[config.mk]
export PLATFORM = sky130hd
export DESIGN_NAME = pipe_elastic_chain
export DESIGN_NICKNAME = d
export VERILOG_FILES = /design/src/rtl/pipe_elastic_chain.sv
export SDC_FILE = /design/constraint.sdc
export NUM_CORES = 1
export LEC_CHECK = 0
export CELL_PAD_IN_SITES_DETAIL_PLACEMENT = 1
export CELL_PAD_IN_SITES_GLOBAL_PLACEMENT = 2
export CORE_MARGIN = 4
export CORE_UTILIZATION = 41
export DETAILED_ROUTE_END_ITERATION = 10
export PLACE_DENSITY_LB_ADDON = 0.1
export SLEW_MARGIN = 10
export SYNTH_ARGS = -nofsm -noshare
export SYNTH_HDL_FRONTEND = slang
export SYNTH_SLANG_ARGS = --single-unit
[constraint.sdc]
create_clock -name clk -period 11.4 [get_ports clk]
set_clock_uncertainty 0.1 [all_clocks]
set_input_delay 2.28 -clock clk [delete_from_list [all_inputs] [get_ports clk]]
set_output_delay 2.28 -clock clk [all_outputs]
set_load 0.03 [all_outputs]
[src/rtl/pipe_elastic_chain.sv]
// Elastic chain of DEPTH pipeline registers with per-stage valid bits and bubble collapse.
// Latency: DEPTH cycles from an input transfer to ou_valid when nothing stalls; 1 word/cycle.
// Backpressure: ready ripples combinationally from ou_ready; an empty stage always accepts.
//
// Ports:
//   clk, rst        clock and synchronous active-high reset (clears valids, data and counter)
//   flush           synchronous squash of every in-flight word; blocks input that cycle
//   in_valid/in_ready/in_data   producer handshake into stage 0
//   ou_valid/ou_ready/ou_data   consumer handshake out of stage DEPTH-1
//   occupancy       number of valid stages (0..DEPTH)
//   stall_count     cycles with ou_valid && !ou_ready, saturating; only built when
//                   PIPE_STAT_EN is defined, otherwise tied to zero
module pipe_elastic_chain #(
    parameter int WIDTH = 32,
    parameter int DEPTH = 4
) (
    input  logic                       clk,
    input  logic                       rst,
    input  logic                       flush,
    input  logic                       in_valid,
    output logic                       in_ready,
    input  logic [WIDTH-1:0]           in_data,
    output logic                       ou_valid,
    input  logic                       ou_ready,
    output logic [WIDTH-1:0]           ou_data,
    output logic [$clog2(DEPTH+1)-1:0] occupancy,
    output logic [31:0]                stall_count
);

    localparam int OCC_W = $clog2(DEPTH+1);

    logic [DEPTH-1:0] r_valid;
    logic [WIDTH-1:0] r_data [DEPTH];

    // w_rdy[i]: stage i may load this edge. w_rdy[DEPTH] is the consumer.
    logic [DEPTH:0]   w_rdy;
    logic [OCC_W-1:0] w_occ;

    // A stage can take a new word if it is empty (bubble collapse) or if
    // the stage in front of it is also moving. Evaluated from the output
    // side so ou_ready reaches in_ready in the same cycle.
    always_comb begin
        w_rdy        = '0;
        w_rdy[DEPTH] = ou_ready;
        for (int i = DEPTH - 1; i >= 0; i--) begin
            w_rdy[i] = !r_valid[i] || w_rdy[i+1];
        end
    end

    always_comb begin
        w_occ = '0;
        for (int i = 0; i < DEPTH; i++) begin
            w_occ = w_occ + OCC_W'(r_valid[i]);
        end
    end

    assign in_ready  = w_rdy[0] && !flush;
    assign ou_valid  = r_valid[DEPTH-1];
    assign ou_data   = r_data[DEPTH-1];
    assign occupancy = w_occ;

    // Flush only drops the valid bits; data registers keep their contents
    // since an invalid stage's data is never observed downstream.
    always_ff @(posedge clk) begin
        if (rst) begin
            r_valid <= '0;
            for (int i = 0; i < DEPTH; i++) begin
                r_data[i] <= '0;
            end
        end else if (flush) begin
            r_valid <= '0;
        end else begin
            if (w_rdy[0]) begin
                r_valid[0] <= in_valid;
                r_data[0]  <= in_data;
            end
            for (int i = 1; i < DEPTH; i++) begin
                if (w_rdy[i]) begin
                    r_valid[i] <= r_valid[i-1];
                    r_data[i]  <= r_data[i-1];
                end
            end
        end
    end

`ifdef PIPE_STAT_EN
    logic [31:0] r_stall_cnt;

    // Counts consumer stalls only; flush leaves history intact.
    always_ff @(posedge clk) begin
        if (rst) begin
            r_stall_cnt <= '0;
        end else if (ou_valid && !ou_ready && (r_stall_cnt != 32'hFFFF_FFFF)) begin
            r_stall_cnt <= r_stall_cnt + 32'd1;
        end
    end

    assign stall_count = r_stall_cnt;
`else
    assign stall_count = 32'd0;
`endif

endmodule

==> impl_metrics.yaml <==
floorplanning:
  rows: 45
  die_h_um: 132
  die_area_um2: 17400
  io_pins: 106
  initial_core_util_pct: 41.7
  chipWidth_um: 132
  coreArea_um2: 15100
setup_path:
  cp_common_cell: "clkdlybuf4s50_1"
  r2r_end: "r_data[0][18]$_SDFFCE_PN0P_"
  slowest_stage: "clkdlybuf4s50_1"
  slowest_delay_ns: 0.70
  worstPathRequired_ns: 9.02
  endpoint_kind: "output port"
  critPathMaxFanout: 4
  worstSetupStartpointType: "primary input"
  rr_startpoint: "r_valid[3]$_SDFFE_PP0P_"
  critical_path_buf_inv_count: 2
  regToRegSetupSlack_ns: 8.94
  crit_family: "buffers and inverters"
  cp_cell_sequence: "clkdlybuf4s50_1, and4b_2, a21oi_1, clkdlybuf4s50_1"
  worstPathArrival_ns: 3.93
  worstRegToRegCells: 3
  critPathKind: "in2out"
cts:
  cts_tree: "built"
  cts_buffers: 17
  clk_pin_slew_worst_paths_ns: 0.06
  post_cts_resized: 0
  clockBufferDepth: 2
  cts_setup_buffers: 0
  postCtsHoldBufs: 0
  worst_skew_pair.late_latency_ns: 0.41
  htreeDepth: 4
  cts.sinks: 132
  cts-root-buf: "clkbuf_16"
cells_and_area:
  diodes: 0
  fin_nets: 486
  area_delta_synth_final_pct: 17.0
  layout-drive-gt1-share_pct: 27.5
power:
  p_int_mw: 0.992
  power_frac_clock_pct: 46.1
  total_power_mw: 1.25
  total_leakage_power_nw: 2.67
  netSwitchingFraction_pct: 20.9
  p_switching_mw: 0.263
  power.share.combinational_pct: 8.0
  seqPwrFrac_pct: 45.9
  vdd_drop_max_v: 0.000103
  power_density_nw_per_um2: 170
synth:
  synth_seq_cells: 132
  synthArstFlopShare_pct: 0
  synth_area_um2: 6310
  synth-warning-count: 0
  synth_edf_count: 128
  ys_seq_area_share_pct: 62.2
  syn-instance-count: 417
  avgSynthCellArea_um2: 15.1
  synthFlopType: "edfxtp_1"
  synthDistinctLibCells: 24
global_route:
  grt_max_degree: 75
  global_route.overflow_total: 0
  antenna_found_initial: 0
  grt_pass1_wl_mm: 17.2
  grt_pass1_vias: 3246
  grt_usage_pct: 12.5
detailed_routing:
  wl_mm: 10.2
  first_pass_iters: 4
  drt_iter0_markers: 157
  final_antenna_net_count: 0
  wl_per_cell_um: 15.7
  drcViolationCount: 0
  vias_per_cell: 4.63
  via_count: 2996
placement:
  portBuffers: 73
  place_congestion: 0.714
  hpwlAfterDp_mm: 6.44
timing:
  tightestPinTransition_ns: 1.06
  timing.fmax_mhz: 158
  period_minus_slack_ns: 6.31
  setup_viol: 0
  maxSlewHeadroom_pct: 29.4
  grt_setup_unrepaired: "no"
  tns_ns: 0
  slew_violations: 0
  timing_hold_violations_final: 0
  period_share_pct: 55.4
run_status:
  status: "finished clean"
worst_hold_path:
  min_to: "r_data[0][67]$_SDFFCE_PN0P_"
  whs_path_depth: 1
  hold_class: "reg2reg"
  hold_start: "r_data[0][35]$_SDFFCE_PN0P_"
flow_run:
  max_cap_violations: 0
## layout by cell type, fill, tap and decap left out, types with 2 or more instances in the layout
cell type / instances
clkdlybuf4s50_1: 73
a21oi_1: 2
clkbuf_16: 17
dfxtp_1: 3
a211oi_1: 32
conb_1: 32
inv_1: 38
nor3b_1: 17
edfxtp_1: 128
bufinv_16: 5
nor3b_2: 79
clkinv_1: 2
o21ai_2: 3
clkinv_2: 3
o21ba_2: 2
clkinvlp_4: 4
ha_1: 2
buf_4: 5
## routing by layer
layer / up-vias / share of wire [%] / track usage [%]
met5: - / 0 / 0
met4: 0 / 1.7 / 5.08
met3: 18 / 5.7 / 4.54
met2: 98 / 43 / 17.2
met1: 1411 / 49 / 18.0
li1: 1469 / - / -
## registers in the layout, indices dropped and copies added (netlist names)
name,cells
r_data,128
r_valid,4
## area by class of cell
| cell class | instances | area [um^2] |
|---|---|---|
| Clock buffer | 17 | 425 |
| Tap cell | 188 | 235 |
| Timing Repair Buffer | 78 | 768 |
| Sequential cell | 132 | 3930 |
| Inverter | 38 | 143 |
| Fill cell | 1457 | 7760 |
| Clock inverter | 15 | 211 |
| Multi-Input combinational cell | 179 | 1670 |
## power groups by stage
stage                     registers [mW]  logic, mW  clock network (mW)
after CTS                          0.576      0.102               0.593
after global routing               0.578      0.108               0.618
after floorplan                    0.581     0.0873                   0
final                              0.576      0.100               0.579
after detailed placement           0.585      0.101                   0
after global placement             0.585     0.0994                   0
## Yosys cell counts (all sizes together), types with 2 or more instances
library cell,count,area share (%)
clkbuf,6,0.36
inv,38,2.3
o21ai,3,0.24
o21ba,2,0.32
a21oi,2,0.16
ha,2,0.40
nor3b,96,18
nor2b,2,0.20
buf,93,11
edfxtp,128,61
a211oi,32,3.8
dfxtp,4,1.3
## cell families after synthesis
kind of cell             after synthesis  share of synthesized area [%]
flip-flops                           132                           62.2
AO/OA/AOI/OAI                         41                           4.74
adder cells (fa/ha/maj)                3                          0.714
buffers and inverters                137                           13.8
other                                  1                         0.0594
AND/OR/NAND/NOR                      103                           18.6
## worst max-delay path by stage
stage          depth (start not counted)  slack (ns)      from       end
2_1_floorplan                          5        5.65  ou_ready  in_ready
3_3_place_gp                           4        5.10  ou_ready  in_ready
3_5_place_dp                           4        5.08  ou_ready  in_ready
4_1_cts                                4        5.07  ou_ready  in_ready
5_1_grt                                4        5.02  ou_ready  in_ready
6_report                               4        5.09  ou_ready  in_ready
## per-stage QoR
step                      util, %  cells  instance area (um^2)  hold slack (ns)  setup WS (ns)
after floorplan                 -    448                  6430            0.394           5.65
after global placement       44.5    615                  6740            0.435           5.10
after detailed placement     44.5    615                  6740            0.446           5.08
after CTS                    48.7    647                  7380            0.466           5.07
after global routing         48.7    647                  7380            0.487           5.02
final                        48.7    647                  7380            0.461           5.09
Power figures use the tool's default switching activity.
